### config.mk
export PLATFORM = sky130hd
export DESIGN_NAME = led_pattern_gen
export DESIGN_NICKNAME = d
export VERILOG_FILES = /design/src/rtl/led_pattern_pkg.sv /design/src/rtl/led_pattern_gen_channel.sv /design/src/rtl/led_pattern_gen.sv
export SDC_FILE = /design/constraint.sdc
export NUM_CORES = 1
export LEC_CHECK = 0
export ABC_AREA = 1
export BUFFER_PORTS_ARGS = -buffer_cell sky130_fd_sc_hd__buf_2
export CAP_MARGIN = 25
export CORE_ASPECT_RATIO = 0.5
export CORE_MARGIN = 2
export CORE_UTILIZATION = 45
export CTS_CLUSTER_SIZE = 12
export DETAILED_ROUTE_END_ITERATION = 8
export HOLD_SLACK_MARGIN = 0.1
export PLACE_DENSITY = 0.64
export SLEW_MARGIN = 25
export SYNTH_ARGS = -nofsm -noshare
export SYNTH_HDL_FRONTEND = slang
export SYNTH_SLANG_ARGS = --single-unit
### constraint.sdc
create_clock -name clk -period 1.95 [get_ports clk]
set_clock_uncertainty 0.1 [all_clocks]
set_input_delay 0.0975 -clock clk [delete_from_list [all_inputs] [get_ports clk]]
set_output_delay 0.0975 -clock clk [all_outputs]
set_load 0.1 [all_outputs]
### src/rtl/led_pattern_pkg.sv
// Shared constants for the LED pattern generator: channel mode encodings and
// config field widths.
package led_pattern_pkg;

  localparam int CFG_MODE_W = 3;
  localparam int CFG_CHAN_W = 4;

  localparam logic [CFG_MODE_W-1:0] MODE_OFF     = 3'd0;
  localparam logic [CFG_MODE_W-1:0] MODE_ON      = 3'd1;
  localparam logic [CFG_MODE_W-1:0] MODE_BLINK   = 3'd2;
  localparam logic [CFG_MODE_W-1:0] MODE_PWM     = 3'd3;
  localparam logic [CFG_MODE_W-1:0] MODE_BREATHE = 3'd4;

endpackage

### src/rtl/led_pattern_gen_channel.sv
// One LED channel: config registers, tick counter, blink phase, optional
// breathe ramp (LED_BREATHE_EN) and the registered LED drive.
module led_channel
  import led_pattern_pkg::*;
#(
  parameter int RATE_W   = 16,
  parameter int PWM_BITS = 8
) (
  input  logic                  clk,
  input  logic                  s_reset,
  input  logic                  wr_en,
  input  logic [CFG_MODE_W-1:0] wr_mode,
  input  logic [RATE_W-1:0]     wr_rate,
  input  logic [PWM_BITS-1:0]   wr_level,
  input  logic                  tick,
  input  logic [PWM_BITS-1:0]   pwm_cnt,
  output logic                  led
);

  localparam logic [RATE_W-1:0]   CNT_ONE = RATE_W'(1'b1);
  localparam logic [PWM_BITS-1:0] LVL_ONE = PWM_BITS'(1'b1);
  localparam logic [PWM_BITS-1:0] LVL_MAX = {PWM_BITS{1'b1}};

  logic [CFG_MODE_W-1:0] mode_r;
  logic [RATE_W-1:0]     rate_r;
  logic [PWM_BITS-1:0]   level_r;
  logic [RATE_W-1:0]     cnt_r;
  logic                  phase_r;
  logic                  led_r;
  logic                  led_next_s;
  logic                  step_s;

  // A step fires on a tick where the counter has reached the programmed rate.
  assign step_s = tick && (cnt_r == rate_r);

  // Config load and tick counter; a write wins over a coincident tick.
  always_ff @(posedge clk) begin
    if (s_reset) begin
      mode_r  <= MODE_OFF;
      rate_r  <= {RATE_W{1'b0}};
      level_r <= {PWM_BITS{1'b0}};
      cnt_r   <= {RATE_W{1'b0}};
      phase_r <= 1'b0;
    end else if (wr_en) begin
      mode_r  <= wr_mode;
      rate_r  <= wr_rate;
      level_r <= wr_level;
      cnt_r   <= {RATE_W{1'b0}};
      phase_r <= 1'b0;
    end else if (step_s) begin
      cnt_r   <= {RATE_W{1'b0}};
      phase_r <= ~phase_r;
    end else if (tick) begin
      cnt_r   <= cnt_r + CNT_ONE;
    end
  end

`ifdef LED_BREATHE_EN
  logic [PWM_BITS-1:0] breathe_lvl_r;
  logic                breathe_down_r;

  // Triangle ramp: each end value lasts one step before the direction flips.
  always_ff @(posedge clk) begin
    if (s_reset || wr_en) begin
      breathe_lvl_r  <= {PWM_BITS{1'b0}};
      breathe_down_r <= 1'b0;
    end else if (step_s) begin
      if (!breathe_down_r && (breathe_lvl_r == LVL_MAX)) begin
        breathe_down_r <= 1'b1;
        breathe_lvl_r  <= breathe_lvl_r - LVL_ONE;
      end else if (breathe_down_r && (breathe_lvl_r == {PWM_BITS{1'b0}})) begin
        breathe_down_r <= 1'b0;
        breathe_lvl_r  <= breathe_lvl_r + LVL_ONE;
      end else if (breathe_down_r) begin
        breathe_lvl_r  <= breathe_lvl_r - LVL_ONE;
      end else begin
        breathe_lvl_r  <= breathe_lvl_r + LVL_ONE;
      end
    end
  end
`endif

  // LED value selected from the current mode; reserved modes read as OFF.
  always_comb begin
    led_next_s = 1'b0;
    case (mode_r)
      MODE_ON:      led_next_s = 1'b1;
      MODE_BLINK:   led_next_s = phase_r;
      MODE_PWM:     led_next_s = (pwm_cnt < level_r);
`ifdef LED_BREATHE_EN
      MODE_BREATHE: led_next_s = (pwm_cnt < breathe_lvl_r);
`endif
      default:      led_next_s = 1'b0;
    endcase
  end

  // Output register.
  always_ff @(posedge clk) begin
    if (s_reset) begin
      led_r <= 1'b0;
    end else begin
      led_r <= led_next_s;
    end
  end

  assign led = led_r;

endmodule

### src/rtl/led_pattern_gen.sv
// Multi-channel LED pattern generator top: prescaler, shared PWM counter,
// config handshake and channel decode. Optional BREATHE mode: LED_BREATHE_EN.
module led_pattern_gen
  import led_pattern_pkg::*;
#(
  parameter int CLK_FREQ_HZ = 100_000_000,
  parameter int TICK_DIV    = 100_000,
  parameter int NUM_LEDS    = 4,
  parameter int RATE_W      = 16,
  parameter int PWM_BITS    = 8
) (
  input  logic                  clk,
  input  logic                  s_reset,
  input  logic                  cfg_valid,
  output logic                  cfg_ready,
  input  logic [CFG_CHAN_W-1:0] cfg_chan,
  input  logic [CFG_MODE_W-1:0] cfg_mode,
  input  logic [RATE_W-1:0]     cfg_rate,
  input  logic [PWM_BITS-1:0]   cfg_level,
  output logic                  tick,
  output logic [NUM_LEDS-1:0]   led_out
);

  localparam int                  PRESC_W   = $clog2(TICK_DIV);
  localparam logic [PRESC_W-1:0]  PRESC_ONE = PRESC_W'(1'b1);
  localparam logic [PRESC_W-1:0]  PRESC_END = PRESC_W'(TICK_DIV - 1);
  localparam logic [PRESC_W-1:0]  PRESC_PRE = PRESC_W'(TICK_DIV - 2);
  localparam logic [PWM_BITS-1:0] PWM_ONE   = PWM_BITS'(1'b1);
  localparam bit CFG_OK = (CLK_FREQ_HZ > 0) && (TICK_DIV >= 2) &&
                          (NUM_LEDS >= 1) && (NUM_LEDS <= 16);

  if (!CFG_OK) begin : g_invalid_parameters
  end

  logic [PRESC_W-1:0]  presc_r;
  logic [PWM_BITS-1:0] pwm_cnt_r;
  logic                tick_r;
  logic                cfg_ready_r;

  // Timebase: tick is registered one count early so it lines up with the
  // cycle where the prescaler sits at its last value.
  always_ff @(posedge clk) begin
    if (s_reset) begin
      presc_r     <= {PRESC_W{1'b0}};
      tick_r      <= 1'b0;
      pwm_cnt_r   <= {PWM_BITS{1'b0}};
      cfg_ready_r <= 1'b0;
    end else begin
      presc_r     <= (presc_r == PRESC_END) ? {PRESC_W{1'b0}} : (presc_r + PRESC_ONE);
      tick_r      <= (presc_r == PRESC_PRE);
      pwm_cnt_r   <= pwm_cnt_r + PWM_ONE;
      cfg_ready_r <= 1'b1;
    end
  end

  assign tick      = tick_r;
  assign cfg_ready = cfg_ready_r;

  // Writes to channel indices beyond NUM_LEDS match no channel and are dropped.
  for (genvar i = 0; i < NUM_LEDS; i++) begin : g_chan
    logic wr_en_s;
    assign wr_en_s = cfg_valid && cfg_ready_r && (cfg_chan == CFG_CHAN_W'(i));

    led_channel #(
      .RATE_W   (RATE_W),
      .PWM_BITS (PWM_BITS)
    ) u_chan (
      .clk      (clk),
      .s_reset  (s_reset),
      .wr_en    (wr_en_s),
      .wr_mode  (cfg_mode),
      .wr_rate  (cfg_rate),
      .wr_level (cfg_level),
      .tick     (tick_r),
      .pwm_cnt  (pwm_cnt_r),
      .led      (led_out[i])
    );
  end

endmodule

Word level (Yosys, flattened, before mapping)
Index checks and enable logic that the tools add are counted.
{"block": "totals", "ff_bits": 207, "latchBits": 0, "ramBits": 0, "mem_bits_ro": 0, "inputBits": 34, "out_inout_bits": 6, "elab_cells": 87, "mem_count": 0}
{"block": "op_classes", "n_addsub": 6, "mul": 0, "div": 0, "magnitude_cmp": 4, "n_eq_ne": 21, "shifts": 0, "mux": 5, "bitwise": 4, "reduce_logical": 19}
{"operator": "16-bit by 1-bit adder with 16-bit output, second input constant", "count": 4}
{"operator": "16-bit equality test", "count": 4}
{"operator": "17-bit equality test, second input constant", "count": 2}
{"operator": "8-bit < comparator", "count": 4}
{"operator": "3-bit by 2-bit equality test with 1-bit output, second input constant", "count": 8}
{"operator": "17-bit by 1-bit adder with 17-bit output, second input constant", "count": 1}
{"operator": "3-bit by 1-bit equality test with 1-bit output, second input constant", "count": 4}
{"operator": "1-bit one-hot mux with 3 select lines", "count": 4}
{"operator": "3-bit OR reduction", "count": 4}
{"operator": "2-bit OR reduction", "count": 5}
{"operator": "1-bit logical AND", "count": 9}
{"operator": "8-bit by 1-bit adder with 8-bit output, second input constant", "count": 1}
{"operator": "4-bit by 2-bit equality test with 1-bit output, second input constant", "count": 2}
{"operator": "4-bit by 1-bit equality test with 1-bit output, second input constant", "count": 1}
{"operator": "4-bit zero test", "count": 1}
{"operator": "1-bit NOT", "count": 4}
{"operator": "1-bit 2-to-1 mux", "count": 1}

Longest topological paths before layout
Gate-level depths: netlist (run 1).
{"block": "logic_depth", "word_depth": 3, "ltp_mapped": 11, "ltp_nobuf": 10}

Modules after synthesis
A second synthesis (run 1) with hierarchy kept.
{"block": "unflattened", "hier_cells": 1451, "hier_area_um2": 10203.5}
{"mod": "led_channel", "n_inst": 4, "cells_each": 321, "area_per_inst_um2": 2227.1, "seq_area_each_um2": 900.9}
{"mod": "led_pattern_gen", "n_inst": 1, "cells_each": 167, "area_per_inst_um2": 1295.0, "seq_area_each_um2": 540.5}

Least setup slack after synthesis (run 1)
No wires, ideal clock.
{"block": "synth_path", "kind": "register -> register", "from": "reg cfg_ready_r (netlist: cfg_ready)", "to": "reg g_chan[0].u_chan.cnt_r[12]", "setup_time_ns": 0.115, "t_arrival_ns": 2.039, "t_required_ns": 1.735, "path_slack_ns": -0.303, "stages_incl_launch_ff": 9, "n_path_buf": 1, "period_less_slack_ns": 2.253, "path_cell_list": "dfxtp_1 nand2_1 inv_1 nand4_1 inv_1 nor2_1 nand2_1 buf_4 nor2_1"}
{"block": "synth_via", "elab_chain_cells": 3}
{"element": "start, declared", "line": "led_pattern_gen.sv:38", "text": "logic cfg_ready_r;"}
{"element": "start signal, assigned", "line": "led_pattern_gen.sv:47", "text": "cfg_ready_r <= 1'b0;"}
{"element": "start signal, assigned", "line": "led_pattern_gen.sv:52", "text": "cfg_ready_r <= 1'b1;"}
{"element": "1-bit logical AND (2 in a row)", "line": "led_pattern_gen.sv:62", "text": "assign wr_en_s = cfg_valid && cfg_ready_r && (cfg_chan == CFG_CHAN_W'(i));"}
{"element": "3-bit OR reduction (no source line)"}
{"element": "end signal, assigned", "line": "led_pattern_gen_channel.sv:48", "text": "cnt_r <= {RATE_W{1'b0}};"}
{"element": "end signal, assigned", "line": "led_pattern_gen_channel.sv:51", "text": "cnt_r <= {RATE_W{1'b0}};"}
{"element": "end signal, assigned", "line": "led_pattern_gen_channel.sv:54", "text": "cnt_r <= cnt_r + CNT_ONE;"}
{"element": "end, declared", "line": "led_pattern_gen_channel.sv:27", "text": "logic [RATE_W-1:0] cnt_r;"}
Every way passes these cells.
A chain may end at the register's enable or synchronous reset.

Worst setup path after layout (run 1)
{"block": "layout_path", "from": "reg cfg_ready_r (netlist: cfg_ready)", "to": "reg g_chan[0].u_chan.rate_r[12]"}
{"block": "layout_via", "elab_chain_cells": 2}
{"element": "1-bit logical AND (2 in a row)", "line": "led_pattern_gen.sv:62"}
{"element": "end signal, assigned", "line": "led_pattern_gen_channel.sv:40", "text": "rate_r <= {RATE_W{1'b0}};"}
{"element": "end signal, assigned", "line": "led_pattern_gen_channel.sv:46", "text": "rate_r <= wr_rate;"}
{"element": "end, declared", "line": "led_pattern_gen_channel.sv:25", "text": "logic [RATE_W-1:0] rate_r;"}
Every way passes these cells.

==> flow_summary.ini, run 1 <==
[critical_path]
cp_top_family = buffers and inverters
path_cells = nand2_1 -> inv_1 -> nand4_1 -> inv_1 -> dlygate4sd3_1 -> nor2_1 -> nor2_1
critPathRequiredTime_ps = 2290
critPathMaxFanout = 4
crit_type = reg -> reg
max_stage_delay_ps = 640
cp_num_buf_inv = 3
startpoint_type = register
endpoint_kind = register
crit_slowest_cell = dlygate4sd3_1
arrival_ps = 2160

[routing]
drc = 0
ant_nets = 0
firstDrtPassIters = 5
route.met3.wl_um = 1280
initialDrtViolationCount = 599
dr_wl_met2_um = 11600
wl_per_cell_um = 14.2
top_layer_used = met4
m1WireLength_um = 12800
vias_per_cell = 4.98
num_vias = 9231
wl_um = 26300

[yosys]
ys_warn_count = 0
synth_largest_area_cell = dfxtp_1
ys_ff_latch = 207
ys_top_cells_by_area = dfxtp_1 (41%), nand2_1 (11%), nor2_1 (8.6%)
synth_edf_count = 0
synth.top_cell.area_share_pct = 40.6
ys.flop_type = dfxtp_1
syn_avg_cell_area_um2 = 6.91
syn-num-nets = 1547
synth_area_um2 = 10200
synth.distinct_cells = 38
yosysSeqAreaShare_pct = 40.6
async_flop_share_pct = 0
synthCells = 1478

[sta]
hold_viol = 0
period_share_pct = 92.9
fin_crit_ps = 1810
setup-violations-final = 0
fmax_mhz = 552
maxSlewViolCount = 0
rsz0062_at_grt = no
fin_tns_setup_ps = 0
slew_headroom_pct = 67.7
tightest_slew_ps = 488

[clock_tree]
cts_tree = done
clk_latency_ps = 510
ctsLongestPathBuffers = 3
cts_htree_levels = 1
clockRootBuffer = clkbuf_16
post_cts_buffers = 0
cts_made_buffers = 21
cts_sinks = 207
clk_pin_slew_ps = 60

[global_routing]
grt_max_degree = 51
grt_pass1_wl_um = 43300
overflow = 0
grt.total_usage_pct = 22.2
first_global_vias = 8715
antenna_found_initial = 0

[cells_and_area]
drive_above_1_share_pct = 7.08
n_fill_cell = 2114
final_core_util_pct = 53.0
final_common_cell = nand2_1
antenna_cells = 0
finalNetCount = 1618
layout_common_cells = nand2_1 (312), nor2_1 (234), dfxtp_1 (205)
area_growth_pct = 14.0

[die]
die_w_um = 217
start_util_pct = 46.5
rows = 38
coreArea_um2 = 22000
die_h_um = 111
num_io_pins = 40
die_area_um2 = 24000

[place]
portBuffers = 39
dp_hpwl_um = 18800
place.gp.congestion = 0.908

[hold_path]
hold_class = in -> reg

[power]
p_leak_uw = 0.00467
p_int_uw = 6420
p_seq_share_pct = 51.3
p_sw_uw = 1960
cellPowerDensity_nw_per_um2 = 720
p_clk_share_pct = 42.9
ir_worst_vdd_mv = 0.383
p_sw_share_pct = 23.4
p_comb_share_pct = 5.8

[job]
drv_cap = 0

[outcome]
run_status = finished clean
worst min-delay path: cells and delay by family:
family	cells	cell delay, ps
and+or+nand+nor	3	240
buffers and inverters	2	240
AOI/OAI and AO/OA	1	130
layer usage:
metal  vias up  track usage, %
li1       4807               -
met1      4205            30.7
met2       176            35.9
met3        43            3.80
met4         0            5.48
met5         -               0
cell type report:
class                   count  area (um^2)  area share [%]
well taps                 300          375            3.23
clock inverters             1         5.00          0.0430
flip-flops and latches    207         4150            35.6
repair buffers             94          721            6.19
multi-input cells        1019         5060            43.5
clock buffers              26          554            4.76
inverters                 206          778            6.69
sequential cells by signal (all words and copies together) (netlist names):
signal                 flops
cfg_ready                  1
g_chan.u_chan.cnt_r       64
g_chan.u_chan.led          4
g_chan.u_chan.level_r     32
g_chan.u_chan.mode_r      12
g_chan.u_chan.phase_r      4
g_chan.u_chan.rate_r      64
presc_r                   17
pwm_cnt_r                  8
tick                       1
path summary, 6_finish.rpt:
kind                                                   from                           to  slack [ps]  cells past startpoint
worst min register to register  g_chan[2].u_chan.level_r[0]  g_chan[2].u_chan.level_r[0]         350                      2
worst max register to register                    cfg_ready  g_chan[0].u_chan.rate_r[12]         140                      7
worst min-delay path                              cfg_valid   g_chan[2].u_chan.rate_r[6]         150                      6
worst max-delay path                              cfg_ready  g_chan[0].u_chan.rate_r[12]         140                      7
power groups by stage:
stage          combinational, uW  clock [uW]  sequential [uW]
6_report                     487        3600             4300
5_1_grt                      545        3850             4300
4_1_cts                      484        3680             4300
3_5_place_dp                 431           0             4390
3_3_place_gp                 422           0             4390
2_1_floorplan                251           0             4390
cells in the mapped netlist, types with 2 or more instances:
cell type and instances:
a211oi_1 4, a21oi_1 128, buf_2 5, buf_4 8
buf_6 3, clkbuf_1 28, dfxtp_1 207, ha_1 35
inv_1 202, inv_2 2, nand2_1 312, nand2_2 3
nand3_1 39, nand3b_1 4, nand4_1 20, nor2_1 234
nor2_2 5, nor3_1 18, nor3_2 5, nor3_4 3
nor4_1 3, o21ai_0 139, or3_1 2, xnor2_1 11
xor2_1 45
per-stage QoR:
step,hold slack [ps],power (uW),worst slack [ps],std cells,cell area (um^2)
2_1_floorplan,132,4640,51.3,1478,10200
3_3_place_gp,315,4810,251,1792,10700
3_5_place_dp,325,4820,203,1792,10700
4_1_cts,143,8470,36.3,1853,11600
5_1_grt,170,8690,10.5,1853,11600
6_report,152,8380,139,1853,11600
what timing repair did:
| item | in CTS | in global routing |
|---|---|---|
| setup endpoints to repair | 0 | 3 |
| hold buffers | 34 | 0 |
| endpoints found under the hold margin | 116 | 0 |
| resized for setup | 0 | 3 |
cell families (layout without fill, tap and decap cells):
kind of cell,Yosys count,count (layout),share of synthesized area (%)
and+or+nand+nor,653,653,26.7
AOI/OAI and AO/OA,275,275,13.8
buffers and inverters,252,327,9.88
DFF,207,207,40.6
xor gates and xnor gates,56,56,4.80
adders and majority gates,35,35,4.29
No activity file was read; power rests on OpenSTA's default activity.
==> run 2: changes to the inputs <==
--- a/config.mk
+++ b/config.mk
@@ -8,13 +8,15 @@
 export ABC_AREA = 1
 export BUFFER_PORTS_ARGS = -buffer_cell sky130_fd_sc_hd__buf_2
 export CAP_MARGIN = 25
+export CELL_PAD_IN_SITES_DETAIL_PLACEMENT = 1
+export CELL_PAD_IN_SITES_GLOBAL_PLACEMENT = 1
 export CORE_ASPECT_RATIO = 0.5
 export CORE_MARGIN = 2
 export CORE_UTILIZATION = 45
-export CTS_CLUSTER_SIZE = 12
 export DETAILED_ROUTE_END_ITERATION = 8
 export HOLD_SLACK_MARGIN = 0.1
-export PLACE_DENSITY = 0.64
+export MAX_ROUTING_LAYER = met4
+export PLACE_DENSITY = 0.83
 export SLEW_MARGIN = 25
 export SYNTH_ARGS = -nofsm -noshare
 export SYNTH_HDL_FRONTEND = slang
==> flow_summary.ini, run 2 (synthesis results as in run 1) <==
[power]
p_int_uw = 7120
p_seq_share_pct = 46.3
p_sw_share_pct = 23.2
p_leak_uw = 0.00478
p_clk_share_pct = 47.9
cellPowerDensity_nw_per_um2 = 782
power_uw = 9270
ir_worst_vdd_mv = 0.529
p_sw_uw = 2150
p_comb_share_pct = 5.7

[sta]
slew_headroom_pct = 43.6
fmax_mhz = 510
hold_viol = 0
fin_tns_setup_ps = -10.3
setup_ws_ps = -10.3
period_share_pct = 101
fin_crit_ps = 1960
maxSlewViolCount = 0
tightest_slew_ps = 839
setup-violations-final = 1

[critical_path]
critPathMaxFanout = 3
cp_top_family = simple AND/OR/NAND/NOR gates
startpoint_type = register
reg2reg_slack_ps = -10
path_common_cell = nand2_1
crit_type = reg -> reg
arrival_ps = 2300
crit_slowest_cell = dfxtp_1
max_stage_delay_ps = 370
critPathRequiredTime_ps = 2290
path_cells = ha_1 -> nand2_1 -> nor3_4 -> nand2_1 -> nor2_4 -> nand2_1 -> or2_0 -> a21oi_1
cp_num_buf_inv = 0
endpoint_kind = register

[die]
start_util_pct = 46.5
num_io_pins = 40
die_area_um2 = 24000
rows = 38
die_w_um = 217
coreArea_um2 = 22000
die_h_um = 111

[routing]
firstDrtPassIters = 5
route.met3.wl_um = 1510
num_vias = 9892
m1WireLength_um = 14800
top_layer_used = met4
wl_per_cell_um = 17.8
initialDrtViolationCount = 609
dr_wl_met2_um = 16000
drc = 0
wl_um = 33200
ant_nets = 0
vias_per_cell = 5.31

[global_routing]
grt.total_usage_pct = 27.8
first_global_vias = 10200
grt_max_degree = 48
antenna_found_initial = 1
grt_pass1_wl_um = 52200
overflow = 0

[outcome]
run_status = finished, violations left
violations = negative setup slack

[clock_tree]
cts_htree_levels = 1
cts_sinks = 207
clk_pin_slew_ps = 70
ctsLongestPathBuffers = 3
cts_made_buffers = 20
clockRootBuffer = clkbuf_16
clk_latency_ps = 520
cts_tree = done

[cells_and_area]
layout_common_cells = nand2_1 (312), nor2_1 (233), dfxtp_1 (204)
final_cell_area_um2 = 11900
seq_area_um2 = 4150
area_growth_pct = 16.2
final_common_cell = nand2_1
n_fill_cell = 2853
drive_above_1_share_pct = 7.94
multi_input_area_um2 = 5090
finalNetCount = 1619
top_regs = g_chan.u_chan.cnt_r: 64 flops, g_chan.u_chan.rate_r: 64 flops, g_chan.u_chan.level_r: 32 flops

[place]
dp_hpwl_um = 22500
placed_area_um2 = 10700
place.gp.congestion = 0.890
portBuffers = 39

[hold_path]
hold_class = in -> reg

[job]
drv_cap = 0
run 2: metal layers:
metal | vias to the layer above | global-route usage, %
met3 | 70 | 4.90
met1 | 4825 | 34.2
met4 | 0 | 8.13
met5 | - | -
met2 | 199 | 46.6
li1 | 4798 | -
run 2: worst register-to-register path, stage by stage, from the launching register on:
cell and delay [ps]:
dfxtp_1 370, ha_1 230, nand2_1 130, nor3_4 250, nand2_1 180, nor2_4 150
nand2_1 100, or2_0 230, a21oi_1 150
run 2: power groups by stage:
stage	clock (uW)	combinational [uW]	sequential, uW
floorplan	0	251	4390
global placement	0	428	4390
finish	4450	531	4300
CTS	4480	505	4300
global route	4680	579	4300
detailed placement	0	448	4390
run 2: area by class of cell:
type / count / area share (%)
diodes: 1 / 0.0211
clock buffers: 28 / 5.07
clock inverters: 5 / 1.06
inverters: 206 / 6.56
multi-input cells: 1020 / 42.9
flip-flops and latches: 207 / 35.0
well taps: 300 / 3.17
repair buffers: 95 / 6.22
run 2: final timing paths:
kind | start | end | cells past startpoint
max | g_chan[2].u_chan.cnt_r[1] | g_chan[2].u_chan.cnt_r[14] | 8
min | cfg_mode[1] | g_chan[0].u_chan.mode_r[1] | 4
max reg2reg | g_chan[2].u_chan.cnt_r[1] | g_chan[2].u_chan.cnt_r[14] | 8
min reg2reg | presc_r[0] | presc_r[0] | 1
run 2: repair_timing:
| item | 4_1_cts | 5_1_grt |
|---|---|---|
| cloned | 0 | 1 |
| pin swaps | 0 | 2 |
| endpoints found under the setup margin | 2 | 34 |
| gates resized for setup | 2 | 8 |
| hold buffers | 33 | 0 |
| hold endpoints to repair | 119 | 0 |
| buffers inserted | 0 | 1 |
run 2: per-stage QoR:
step	cells	setup slack, ps	util [%]	hold slack [ps]
after detailed placement	1793	60.9	48.9	306
after CTS	1859	32.9	53.7	323
after floorplan	1478	51.3	-	132
after global placement	1793	216	48.9	297
final	1862	-10.3	54.0	350
after global routing	1862	-68.4	54.0	361
==> run 3: changes to the inputs <==
--- a/config.mk
+++ b/config.mk
@@ -17,6 +17,7 @@
 export HOLD_SLACK_MARGIN = 0.1
 export MAX_ROUTING_LAYER = met4
 export PLACE_DENSITY = 0.83
+export REMOVE_ABC_BUFFERS = 1
 export SLEW_MARGIN = 25
 export SYNTH_ARGS = -nofsm -noshare
 export SYNTH_HDL_FRONTEND = slang
==> flow_summary.ini, run 3 (synthesis results as in run 1) <==
[outcome]
run_status = finished clean

[power]
cellPowerDensity_nw_per_um2 = 773
p_leak_uw = 0.00477
ir_worst_vdd_mv = 0.468

[critical_path]
arrival_ps = 2120
crit_type = in -> reg
reg2reg_slack_ps = 120
critPathMaxFanout = 46
r2r_end = g_chan[1].u_chan.mode_r[2]
critPathRequiredTime_ps = 2230
rr_worst_depth = 6
endpoint_kind = register
startpoint_type = input pin
rr_startpoint = cfg_ready

[routing]
initialDrtViolationCount = 515
wl_um = 32500
drc = 0
vias_per_cell = 5.33
wl_per_cell_um = 17.5
ant_nets = 0
num_vias = 9927
firstDrtPassIters = 5

[clock_tree]
ctsLongestPathBuffers = 3
clk_pin_slew_ps = 60
cts_tree = done
clk_latency_ps = 510
cts_made_buffers = 20
clockRootBuffer = clkbuf_16
cts_htree_levels = 1
cts_sinks = 207

[sta]
rsz0062_at_grt = yes
period_share_pct = 94.4
setup_ws_ps = 109
tightest_slew_ps = 483
maxSlewViolCount = 0
slew_headroom_pct = 67.8
fin_tns_setup_ps = 0
hold_viol = 0
fin_crit_ps = 1840
fmax_mhz = 543
setup-violations-final = 0

[hold_path]
hold_depth = 3
min_to = pwm_cnt_r[1]
hold_class = in -> reg
hp-start = s_reset

[global_routing]
grt.total_usage_pct = 28.2
grt_util_met2_pct = 47.7
grt_pass1_wl_um = 53300
met3_usage_pct = 5.07
grt_max_degree = 54
overflow = 0
grt-busiest-layer = met2
first_global_vias = 10500
met1_usage_pct = 33.8
antenna_found_initial = 2

[cells_and_area]
layout_common_cells = nand2_1 (312), nor2_1 (233), dfxtp_1 (205)
drive_above_1_share_pct = 7.76
final_common_cell = nand2_1
final_core_util_pct = 54.0
area_growth_pct = 16.1
layout.cells.non_filler = 1862
finalNetCount = 1614
top_regs = g_chan.u_chan.cnt_r: 64 flops, g_chan.u_chan.rate_r: 64 flops, g_chan.u_chan.level_r: 32 flops

[die]
die_h_um = 111
coreArea_um2 = 22000
rows = 38
die_area_um2 = 24000
num_io_pins = 40
die_w_um = 217
start_util_pct = 46.5

[place]
place.gp.congestion = 0.892
dp_hpwl_um = 22200
dp_cells = 1789
pre_cts_slack_ps = 71.7
portBuffers = 39

[job]
drv_cap = 0
run 3: cell types whose count changed in the layout (fill, tap and decap cells not counted), sizes merged:
cell    delta
buf        -4
clkbuf     +2
clkinv     +2
diode      +2
bufinv     -1
nand2      -1
run 3: repair_timing:
action	in CTS	in global routing
hold endpoints to repair	118	0
setup buffers	0	1
hold buffers	33	0
setup endpoints to repair	0	61
resized for setup	0	11
run 3: layer usage:
layer,wire length [um],vias to the layer above
met5,0,-
met4,1090,0
met3,1380,88
met2,15800,213
met1,14200,4823
li1,-,4803
run 3: metrics by stage:
| step | total power (uW) | hold slack (ps) | instance area, um^2 |
|---|---|---|---|
| floorplan | 4630 | 64.2 | 9980 |
| global placement | 4810 | 252 | 10700 |
| detailed placement | 4840 | 255 | 10700 |
| CTS | 9210 | 268 | 11800 |
| global route | 9460 | 290 | 11900 |
| finish | 9170 | 295 | 11900 |
run 3: worst max path at each step:
| stage | slack [ps] | from | depth (start not counted) | to |
|---|---|---|---|---|
| global route | -0.9 | cfg_chan[3] | 9 | g_chan[2].u_chan.rate_r[5] |
| global placement | 180 | tick | 8 | g_chan[1].u_chan.cnt_r[13] |
| detailed placement | 70 | cfg_ready | 7 | g_chan[1].u_chan.cnt_r[2] |
| finish | 110 | cfg_chan[3] | 9 | g_chan[2].u_chan.rate_r[5] |
| floorplan | -1310 | cfg_ready | 7 | g_chan[0].u_chan.cnt_r[11] |
| CTS | 70 | cfg_ready | 7 | g_chan[1].u_chan.cnt_r[6] |
run 3: layout make-up:
type / instances / area, um^2
Antenna cell: 3 / 7.51
Clock buffer: 30 / 619
Clock inverter: 6 / 109
Fill cell: 2882 / 10100
Inverter: 206 / 778
Multi-Input combinational cell: 1019 / 5090
Sequential cell: 207 / 4150
Tap cell: 300 / 375
Timing Repair Buffer: 91 / 733
run 3: where the power goes:
part	switching [uW]	internal (uW)	leakage, uW
clock	1750	2600	0.000360
combinational	337	184	0.00274
sequential	31.0	4270	0.00167
total	2120	7050	0.00477
run 3: critical path: stages:
cell,delay [ps]
dlygate4sd3_1,560
buf_2,160
nor2_2,180
nand2_1,140
nor3_2,180
inv_1,130
buf_4,300
o21ai_0,260
a21oi_1,80
